<file path="src/rtl/demux1_2_buf_pkg.sv">
// Shared types for the 1:2 buffered demultiplexer.
// Provides the word type, the destination-select enum and the default
// FIFO geometry used by the interface, the FIFO and the top level.
package demux_pkg;

  localparam int WORD_W     = 12;
  localparam int FIFO_DEPTH = 2;

  typedef logic [WORD_W-1:0] word_t;

  typedef enum logic {
    SEL_A = 1'b0,
    SEL_B = 1'b1
  } sel_t;

endpackage

</file>
<file path="src/rtl/demux1_2_buf_if.sv">
// Bus bundle for demux1_2_buf.
// Producer side : in_data, in_sel, in_valid -> block; in_ready <- block.
// Consumer A/B  : outN_data, outN_valid <- block; outN_ready -> block.
// Status        : count0/count1 occupancy of FIFO A/B <- block.
// master = the environment (producer + consumers), slave = the block.
interface demux1_2_buf_if
  import demux_pkg::*;
#(
  parameter int WIDTH = WORD_W,
  parameter int DEPTH = FIFO_DEPTH
);

  localparam int CNT_W = $clog2(DEPTH) + 1;

  logic [WIDTH-1:0] in_data;
  logic             in_sel;
  logic             in_valid;
  logic             in_ready;
  logic [WIDTH-1:0] out0_data;
  logic             out0_valid;
  logic             out0_ready;
  logic [WIDTH-1:0] out1_data;
  logic             out1_valid;
  logic             out1_ready;
  logic [CNT_W-1:0] count0;
  logic [CNT_W-1:0] count1;

  modport master (
    output in_data, in_sel, in_valid, out0_ready, out1_ready,
    input  in_ready, out0_data, out0_valid, out1_data, out1_valid, count0, count1
  );

  modport slave (
    input  in_data, in_sel, in_valid, out0_ready, out1_ready,
    output in_ready, out0_data, out0_valid, out1_data, out1_valid, count0, count1
  );

endinterface

</file>
<file path="src/rtl/demux1_2_buf_fifo.sv">
// sync_fifo: small in-order synchronous FIFO, one per demux destination.
// Ports:
//   clk, rst      clock, synchronous active-high reset
//   push_i/data_i write request and word (ignored while full)
//   pop_i         read request (ignored while empty)
//   full_o        count == DEPTH
//   empty_o       count == 0
//   count_o       registered occupancy, one bit wider than the pointers
//   head_o        word at the read pointer (meaningful only when !empty_o)
module sync_fifo
  import demux_pkg::*;
#(
  parameter int WIDTH = WORD_W,
  parameter int DEPTH = FIFO_DEPTH
) (
  input  logic                     clk,
  input  logic                     rst,
  input  logic                     push_i,
  input  logic [WIDTH-1:0]         data_i,
  input  logic                     pop_i,
  output logic                     full_o,
  output logic                     empty_o,
  output logic [$clog2(DEPTH):0]   count_o,
  output logic [WIDTH-1:0]         head_o
);

  localparam int PTR_W = $clog2(DEPTH);
  localparam int CNT_W = PTR_W + 1;

  logic [WIDTH-1:0] mem_q [DEPTH];
  logic [PTR_W-1:0] wr_ptr_q, wr_ptr_d;
  logic [PTR_W-1:0] rd_ptr_q, rd_ptr_d;
  logic [CNT_W-1:0] count_q, count_d;
  logic             push_en_s;
  logic             pop_en_s;

  // Status flags come straight from the registered count.
  assign full_o  = (count_q == CNT_W'(DEPTH));
  assign empty_o = (count_q == {CNT_W{1'b0}});
  assign count_o = count_q;
  assign head_o  = mem_q[rd_ptr_q];

  // Next-state for pointers and occupancy; pointers wrap naturally (DEPTH is a power of 2).
  always_comb begin
    push_en_s = push_i & ~full_o;
    pop_en_s  = pop_i & ~empty_o;

    if (push_en_s) begin
      wr_ptr_d = wr_ptr_q + PTR_W'(1'b1);
    end else begin
      wr_ptr_d = wr_ptr_q;
    end

    if (pop_en_s) begin
      rd_ptr_d = rd_ptr_q + PTR_W'(1'b1);
    end else begin
      rd_ptr_d = rd_ptr_q;
    end

    case ({push_en_s, pop_en_s})
      2'b10:   count_d = count_q + CNT_W'(1'b1);
      2'b01:   count_d = count_q - CNT_W'(1'b1);
      default: count_d = count_q;  // idle, or push and pop together
    endcase
  end

  // State registers; storage is also cleared so no earlier word survives a reset.
  always_ff @(posedge clk) begin
    if (rst) begin
      wr_ptr_q <= {PTR_W{1'b0}};
      rd_ptr_q <= {PTR_W{1'b0}};
      count_q  <= {CNT_W{1'b0}};
      for (int i = 0; i < DEPTH; i++) begin
        mem_q[i] <= {WIDTH{1'b0}};
      end
    end else begin
      wr_ptr_q <= wr_ptr_d;
      rd_ptr_q <= rd_ptr_d;
      count_q  <= count_d;
      if (push_en_s) begin
        mem_q[wr_ptr_q] <= data_i;
      end
    end
  end

endmodule

</file>
<file path="src/rtl/demux1_2_buf.sv">
// demux1_2_buf: routes one producer word stream to lane A or lane B,
// chosen per word by in_sel, with a small in-order FIFO per lane so a
// stalled consumer never blocks or corrupts the other lane.
// Ports:
//   clk  rising-edge clock
//   rst  synchronous active-high reset, discards all queued words
//   bus  demux1_2_buf_if.slave: producer handshake, two consumer
//        handshakes and per-lane occupancy counts
module demux1_2_buf
  import demux_pkg::*;
#(
  parameter int WIDTH = WORD_W,
  parameter int DEPTH = FIFO_DEPTH
) (
  input  logic              clk,
  input  logic              rst,
  demux1_2_buf_if.slave     bus
);

  localparam int CNT_W = $clog2(DEPTH) + 1;

  sel_t             sel_s;
  logic             in_ready_s;
  logic             push0_s, push1_s;
  logic             pop0_s, pop1_s;
  logic             full0_s, full1_s;
  logic             empty0_s, empty1_s;
  logic [CNT_W-1:0] count0_s, count1_s;
  logic [WIDTH-1:0] head0_s, head1_s;

  assign sel_s = sel_t'(bus.in_sel);

  // Ready reflects only the selected lane's registered fullness, never in_valid,
  // so a pop in the same cycle cannot reopen a full lane.
  always_comb begin
    case (sel_s)
      SEL_A:   in_ready_s = ~full0_s;
      SEL_B:   in_ready_s = ~full1_s;
      default: in_ready_s = 1'b0;
    endcase
  end

  // Push decode: an accepted word goes to exactly one lane.
  always_comb begin
    if (bus.in_valid && in_ready_s) begin
      push0_s = (sel_s == SEL_A);
      push1_s = (sel_s == SEL_B);
    end else begin
      push0_s = 1'b0;
      push1_s = 1'b0;
    end
  end

  // Pops only count when the lane actually has a head word.
  always_comb begin
    pop0_s = bus.out0_ready & ~empty0_s;
    pop1_s = bus.out1_ready & ~empty1_s;
  end

  sync_fifo #(.WIDTH(WIDTH), .DEPTH(DEPTH)) u_fifo_a (
    .clk     (clk),
    .rst     (rst),
    .push_i  (push0_s),
    .data_i  (bus.in_data),
    .pop_i   (pop0_s),
    .full_o  (full0_s),
    .empty_o (empty0_s),
    .count_o (count0_s),
    .head_o  (head0_s)
  );

  sync_fifo #(.WIDTH(WIDTH), .DEPTH(DEPTH)) u_fifo_b (
    .clk     (clk),
    .rst     (rst),
    .push_i  (push1_s),
    .data_i  (bus.in_data),
    .pop_i   (pop1_s),
    .full_o  (full1_s),
    .empty_o (empty1_s),
    .count_o (count1_s),
    .head_o  (head1_s)
  );

  // Output zero-gating: an empty lane drives an all-zero data bus.
  always_comb begin
    if (!empty0_s) begin
      bus.out0_data = head0_s;
    end else begin
      bus.out0_data = {WIDTH{1'b0}};
    end
    if (!empty1_s) begin
      bus.out1_data = head1_s;
    end else begin
      bus.out1_data = {WIDTH{1'b0}};
    end
  end

  assign bus.in_ready   = in_ready_s;
  assign bus.out0_valid = ~empty0_s;
  assign bus.out1_valid = ~empty1_s;
  assign bus.count0     = count0_s;
  assign bus.count1     = count1_s;

endmodule

</file>
<file path="src/flat_wrapper.sv">
// flat-port wrapper written by rule: the top's interface ports become plain ports
module demux1_2_buf_flat import demux_pkg::*;
#(
  parameter int WIDTH = WORD_W,
  parameter int DEPTH = FIFO_DEPTH
)
  (clk, rst, bus_in_data, bus_in_sel, bus_in_valid, bus_out0_ready, bus_out1_ready, bus_in_ready, bus_out0_data, bus_out0_valid, bus_out1_data, bus_out1_valid, bus_count0, bus_count1);
  demux1_2_buf_if #(.WIDTH(WIDTH), .DEPTH(DEPTH)) bus_i ();
  input  logic clk;
  input  logic rst;
  input wire logic [$bits(bus_i.in_data)-1:0] bus_in_data;
  input wire logic [$bits(bus_i.in_sel)-1:0] bus_in_sel;
  input wire logic [$bits(bus_i.in_valid)-1:0] bus_in_valid;
  input wire logic [$bits(bus_i.out0_ready)-1:0] bus_out0_ready;
  input wire logic [$bits(bus_i.out1_ready)-1:0] bus_out1_ready;
  output wire logic [$bits(bus_i.in_ready)-1:0] bus_in_ready;
  output wire logic [$bits(bus_i.out0_data)-1:0] bus_out0_data;
  output wire logic [$bits(bus_i.out0_valid)-1:0] bus_out0_valid;
  output wire logic [$bits(bus_i.out1_data)-1:0] bus_out1_data;
  output wire logic [$bits(bus_i.out1_valid)-1:0] bus_out1_valid;
  output wire logic [$bits(bus_i.count0)-1:0] bus_count0;
  output wire logic [$bits(bus_i.count1)-1:0] bus_count1;
  assign bus_i.in_data = bus_in_data;
  assign bus_i.in_sel = bus_in_sel;
  assign bus_i.in_valid = bus_in_valid;
  assign bus_i.out0_ready = bus_out0_ready;
  assign bus_i.out1_ready = bus_out1_ready;
  assign bus_in_ready = bus_i.in_ready;
  assign bus_out0_data = bus_i.out0_data;
  assign bus_out0_valid = bus_i.out0_valid;
  assign bus_out1_data = bus_i.out1_data;
  assign bus_out1_valid = bus_i.out1_valid;
  assign bus_count0 = bus_i.count0;
  assign bus_count1 = bus_i.count1;
  demux1_2_buf #(.WIDTH(WIDTH), .DEPTH(DEPTH)) u_core (.clk(clk), .rst(rst), .bus(bus_i));
endmodule
</file>
<file path="config.mk">
export PLATFORM = sky130hd
export DESIGN_NAME = demux1_2_buf_flat
export DESIGN_NICKNAME = d
export VERILOG_FILES = /design/src/rtl/demux1_2_buf_pkg.sv /design/src/rtl/demux1_2_buf_if.sv /design/src/rtl/demux1_2_buf_fifo.sv /design/src/rtl/demux1_2_buf.sv /design/src/flat_wrapper.sv
export SDC_FILE = /design/constraint.sdc
export NUM_CORES = 1
export LEC_CHECK = 0
export CORE_MARGIN = 4
export CORE_UTILIZATION = 45
export CTS_BUF_LIST = sky130_fd_sc_hd__clkbuf_4
export DETAILED_ROUTE_END_ITERATION = 6
export PLACE_DENSITY = 0.67
export RECOVER_POWER = 50
export SLEW_MARGIN = 0
export SYNTH_ARGS = -nofsm -noshare
export SYNTH_HDL_FRONTEND = slang
export SYNTH_SLANG_ARGS = --single-unit
</file>
<file path="constraint.sdc">
create_clock -name clk -period 4.4 [get_ports clk]
set_input_delay 0.44 -clock clk [delete_from_list [all_inputs] [get_ports clk]]
set_output_delay 0.44 -clock clk [all_outputs]
set_load 0.1 [all_outputs]
</file>
==> flow_summary.yaml, run 1 <==
status:
  status: "complete, but fails checks"
  violations: "capacitance limit, slew limit"
logic_synthesis:
  synth_ff_type: "edfxtp_1"
  synth_cell_type_count: 26
  asyncSetResetFlopFracSynth_pct: 0
  ys_ff_latch: 58
  yosysSeqAreaShare_pct: 61.4
  syn_inst: 209
  avgSynthCellArea_um2: 12.8
  ys_warn_count: 0
  synth_nets: 229
  synth_edf_count: 48
  netlist_area_um2: 2680
global_route:
  grt_pass1_wl_um: 7850
  grt_max_degree: 16
  grt_pass1_vias: 1656
  antenna_found_initial: 0
  overflow: 0
  grt_usage_pct: 14.3
clock_tree:
  postCtsHoldBufs: 0
  postCtsResizedCells: 0
  clockBufferDepth: 2
  clk_pin_slew_worst_paths_ns: 0.09
  cts_tree: "done"
  clkLatencyLatePin_ns: 0.38
  cts.sinks: 58
  cts_root_buf: "clkbuf_4"
  htreeDepth: 3
  cts_buffers: 9
  cts_setup_buffers: 0
drt:
  drc: 0
  via_per_inst: 4.87
  vias: 1645
  ant_nets: 0
  drtPass1Iterations: 4
  post_drt_wl_per_cell_um: 14.2
  totalWireLength_um: 4820
  drtIter0Drc: 70
power_and_ir_drop:
  power.density_nw_per_um2: 634
  peakVddDrop_v: 0.000364
  p_leak_nw: 1.19
hold_path:
  hold_start: "u_core.u_fifo_a.rd_ptr_q$_SDFFE_PP0P_"
  worstHoldPathCells: 2
  hold_path_class: "flop to flop"
finish:
  post-route-cell-area_um2: 3290
  drive_gt1_share_pct: 6.39
  areaGrowthSynthToFinish_pct: 22.8
  antenna_cells: 0
  fillers: 479
  fin_util_pct: 58.2
  fin_cells: 338
  nNetsFinal: 281
critical_path:
  cpMaxStageDelayCell: "nor4b_1"
  max_stage_delay_ns: 1.41
  cp_max_fo: 15
  critPathLaunchType: "primary input"
  worst-path-buf-inv: 1
  cp-end-kind: "flop"
  crit_type: "primary input to flop"
  critPathArrivalTime_ns: 3.35
  reg2reg_to: "u_core.u_fifo_a.mem_q[1][9]$_SDFFCE_PN0P_"
  r2r_cells: 3
  cp_top_family: "simple AND/OR/NAND/NOR gates"
  r2r_setup_slack_ns: 1.58
  required_ns: 4.46
  timing.rr.start: "u_core.u_fifo_a.count_o[0]$_SDFFE_PP0P_"
  critical_path.cell_chain: "dlygate4sd3_1, nand2b_1, nor4b_1, or2_2"
timing:
  slew_headroom_pct: -31.8
  worstMarginPinSlew_ns: 1.95
  min_period_ns: 3.29
  fmax_mhz: 304
  drv_slew: 42
  setup_viol: 0
  rsz0062_at_grt: "false"
  worst_clock_skew_ns: 0.0101
  timing.setup.tns_ns: 0
  finalHoldViolations: 0
  final.period_utilization_pct: 74.9
floorplanning:
  core_um2: 5640
  std_cell_rows: 27
  die_w_um: 85.1
  start_util_pct: 47.4
  die-area_um2: 7240
  chipHeight_um: 85.1
  io_pins: 49
place:
  portBuffers: 48
  post_dp_cell_area_um2: 3220
  post-place-cells: 322
  hpwl_um: 3280
  gp_congestion: 0.693
run:
  cap_viol_max_count: 3
layout by cell type (no fill, tap or decap), drive strengths merged, types with 10 or more instances in the layout:
| cell | n |
|---|---|
| clkbuf | 13 |
| nor2 | 32 |
| and2 | 48 |
| clkdlybuf4s50 | 46 |
| dfxtp | 10 |
| mux2i | 25 |
| edfxtp | 48 |
worst min-delay path, delay by kind of cell (launching register included):
kind	cells	cell delay, ns
flops	1	0.33
xor+xnor	1	0.08
simple gates	1	0.08
where the power goes:
part           internal, W  switching [W]
sequential        0.000660      0.0000747
combinational     0.000252       0.000737
clock             0.000180       0.000179
flip-flops by register name (all words and copies together) (netlist names), named ones only:
| signal | count |
|---|---|
| u_core.u_fifo_a.count_o | 2 |
| u_core.u_fifo_a.mem_q | 24 |
| u_core.u_fifo_a.rd_ptr_q | 1 |
| u_core.u_fifo_a.wr_ptr_q | 1 |
| u_core.u_fifo_b.count_o | 2 |
| u_core.u_fifo_b.mem_q | 24 |
| u_core.u_fifo_b.rd_ptr_q | 1 |
| u_core.u_fifo_b.wr_ptr_q | 1 |
metal layers:
layer	part of all wire [%]	vias to the layer above	track usage, %	routed length (µm)
li1	-	827	-	-
met4	4.2	0	10.1	202
met1	45	753	17.7	2180
met2	46	49	22.3	2190
met3	5.1	16	2.82	244
met5	0	-	0	0
worst max path at each step:
stage                                             from                                         to  slack [ns]  depth (start not counted)
4_1_cts        u_core.u_fifo_a.count_o[0]$_SDFFE_PP0P_                           bus_out0_data[1]        1.24                          3
6_report                                           rst  u_core.u_fifo_a.mem_q[1][9]$_SDFFCE_PN0P_        1.11                          4
2_1_floorplan  u_core.u_fifo_b.count_o[0]$_SDFFE_PP0P_                               bus_in_ready        1.17                          2
3_3_place_gp                                bus_in_sel                               bus_in_ready        1.47                          3
3_5_place_dp                                bus_in_sel                               bus_in_ready        1.45                          3
5_1_grt                                            rst  u_core.u_fifo_a.mem_q[1][9]$_SDFFCE_PN0P_        0.81                          4
cell type report:
class                      instances  area, µm²  share of cell area [%]
inverter                           4       15.0                   0.457
clock buffer                      11       82.6                    2.51
sequential                        58       1640                    50.0
multi-input combinational        138        922                    28.1
timing repair buffer              50        488                    14.9
clock inverter                     5       46.3                    1.41
tap                               72       90.1                    2.74
metrics by stage:
step                hold slack, ns  setup WS (ns)  total power [W]
floorplan                    0.472           1.17          0.00153
global placement             0.487           1.47          0.00175
detailed placement           0.495           1.45          0.00176
CTS                          0.518           1.24          0.00211
global route                 0.550          0.806          0.00218
finish                       0.514           1.11          0.00208
logic make-up (layout without fill, tap and decap cells):
family                   Yosys count  in the layout  synth area share (%)
flip-flops                        58             58                  61.4
adder cells (fa/ha/maj)            2              2                 0.935
AND/OR/NAND/NOR                   95             95                  21.9
XOR/XNOR                           6              6                  1.96
multiplexers                      25             25                  9.35
buffers and inverters             13             70                  2.20
AO/OA/AOI/OAI                     10             10                  2.24
synthesized netlist by cell type, types with 3 or more instances:
master | number | area share (%)
clkbuf_1 | 3 | 0.42
and2_1 | 48 | 11
inv_1 | 4 | 0.56
buf_2 | 5 | 0.94
o21ai_0 | 4 | 0.75
xor2_1 | 4 | 1.3
mux2i_1 | 25 | 9.4
nor2_1 | 32 | 4.5
edfxtp_1 | 48 | 54
dfxtp_1 | 10 | 7.5
(Power assumes the default switching activity.)
==> inputs of run 2 (changes only) <==
==> constraint.sdc (replaced) <==
create_clock -name clk -period 3.28 [get_ports clk]
set_input_delay 0.328 -clock clk [delete_from_list [all_inputs] [get_ports clk]]
set_output_delay 0.328 -clock clk [all_outputs]
set_load 0.1 [all_outputs]
==> run 2 against run 1 <==
Compared with the run above:
- via count fell by 0.36%
- worst setup slack got worse by 0.48 ns
- register-to-register slack got worse by 0.70 ns
- sequential power rose by 34%
- critical endpoint is now u_core.u_fifo_a.mem_q[0][11]$_SDFFCE_PN0P_
- the flow still finishes with violations (capacitance limit, slew limit)
- total power rose by 39%
- non-clock buffer count did not move
==> flow_summary.yaml, run 2 (synthesized netlist as in run 1, its figures left out) <==
timing:
  rsz0062_at_grt: "false"
  drv_slew: 14
  timing.setup.tns_ns: 0
  finalHoldViolations: 0
  slew_headroom_pct: -17.8
  final.period_utilization_pct: 80.9
  setup_viol: 0
  min_period_ns: 2.65
  worstMarginPinSlew_ns: 1.75
  holdWs_ns: 0.510
  fmax_mhz: 377
  worst_clock_skew_ns: 0.0157
clock_tree:
  cts_buffers: 9
  cts_setup_buffers: 0
  postCtsResizedCells: 0
  cts_tree: "done"
  clockBufferDepth: 2
  clk_pin_slew_worst_paths_ns: 0.09
  cts.sinks: 58
  postCtsHoldBufs: 0
  cts_root_buf: "clkbuf_4"
  clkLatencyLatePin_ns: 0.39
  htreeDepth: 3
global_route:
  grt_max_degree: 16
  overflow: 0
  grt_usage_pct: 15.0
  grt_pass1_wl_um: 8070
  grt_pass1_vias: 1586
  antenna_found_initial: 0
critical_path:
  critPathLaunchType: "primary input"
  crit_type: "primary input to flop"
  max_stage_delay_ns: 1.32
  cp_max_fo: 15
  cpMaxStageDelayCell: "nor4_1"
  cp-end-kind: "flop"
  required_ns: 3.53
  critical_path.cell_chain: "dlygate4sd3_1, nand2b_4, nor4_1, and2_1"
  critPathArrivalTime_ns: 2.91
place:
  portBuffers: 48
  hpwl_um: 3530
  gp_congestion: 0.770
finish:
  drive_gt1_share_pct: 17.7
  antenna_cells: 0
  final_cell_mix: "48 x edfxtp_1, 32 x nor2_1, 27 x buf_4"
  fillers: 472
  nNetsFinal: 281
  final_common_cell: "edfxtp_1"
  reg_top3: "u_core.u_fifo_a.mem_q x24, u_core.u_fifo_b.mem_q x24"
  areaGrowthSynthToFinish_pct: 22.7
  fin_util_pct: 58.2
drt:
  post_drt_wl_per_cell_um: 15.2
  ant_nets: 0
  vias: 1639
  totalWireLength_um: 5120
  drtIter0Drc: 79
  drtPass1Iterations: 4
  drc: 0
  via_per_inst: 4.85
run:
  cap_viol_max_count: 1
floorplanning:
  std_cell_rows: 27
  start_util_pct: 47.4
  core_um2: 5640
  die-area_um2: 7240
  die_w_um: 85.1
  chipHeight_um: 85.1
  io_pins: 49
power_and_ir_drop:
  finalPower_w: 0.00289
  p_leak_nw: 1.27
  power.density_nw_per_um2: 879
  peakVddDrop_v: 0.000605
status:
  status: "complete, but fails checks"
  violations: "capacitance limit, slew limit"
hold_path:
  hold_path_class: "flop to flop"
[run 2: worst paths after layout]
path | depth (start not counted) | slack (ns) | startpoint | endpoint
max | 4 | 0.63 | rst | u_core.u_fifo_a.mem_q[0][11]$_SDFFCE_PN0P_
min | 2 | 0.51 | u_core.u_fifo_b.rd_ptr_q$_SDFFE_PP0P_ | u_core.u_fifo_b.rd_ptr_q$_SDFFE_PP0P_
max reg2reg | 3 | 0.88 | u_core.u_fifo_a.count_o[0]$_SDFFE_PP0P_ | u_core.u_fifo_a.mem_q[0][11]$_SDFFCE_PN0P_
min reg2reg | 2 | 0.51 | u_core.u_fifo_b.rd_ptr_q$_SDFFE_PP0P_ | u_core.u_fifo_b.rd_ptr_q$_SDFFE_PP0P_
[run 2: metal layers]
layer	up-vias	GRT usage (%)	routed length [µm]
li1	823	-	-
met1	756	19.9	2440
met2	52	22.9	2260
met3	8	5.15	346
met4	0	5.18	76
met5	-	0	0
[run 2: critical path, delay by kind of cell]
kind	cells	cell delay (ns)
and+or+nand+nor	3	1.84
buffers and inverters	1	0.73
[run 2: power breakdown]
part | leakage (nW) | switching, W | internal (W)
logic | 0.600 | 0.00100 | 0.000310
clock network | 0.0896 | 0.000248 | 0.000342
registers | 0.585 | 0.000101 | 0.000886
[run 2: cell type report]
cell class | instances | area, µm² | area share (%)
Tap cell | 72 | 90.1 | 2.74
Sequential cell | 58 | 1640 | 50.0
Multi-Input combinational cell | 138 | 955 | 29.1
Clock buffer | 13 | 97.6 | 2.97
Inverter | 4 | 15.0 | 0.457
Clock inverter | 3 | 63.8 | 1.94
Timing Repair Buffer | 50 | 420 | 12.8
[run 2: through the flow]
stage	instances	setup WS [ns]	instance area [µm²]
floorplan	209	0.161	2680
global placement	322	0.848	3150
detailed placement	322	0.810	3150
CTS	338	0.865	3310
global route	338	0.413	3280
finish	338	0.626	3280
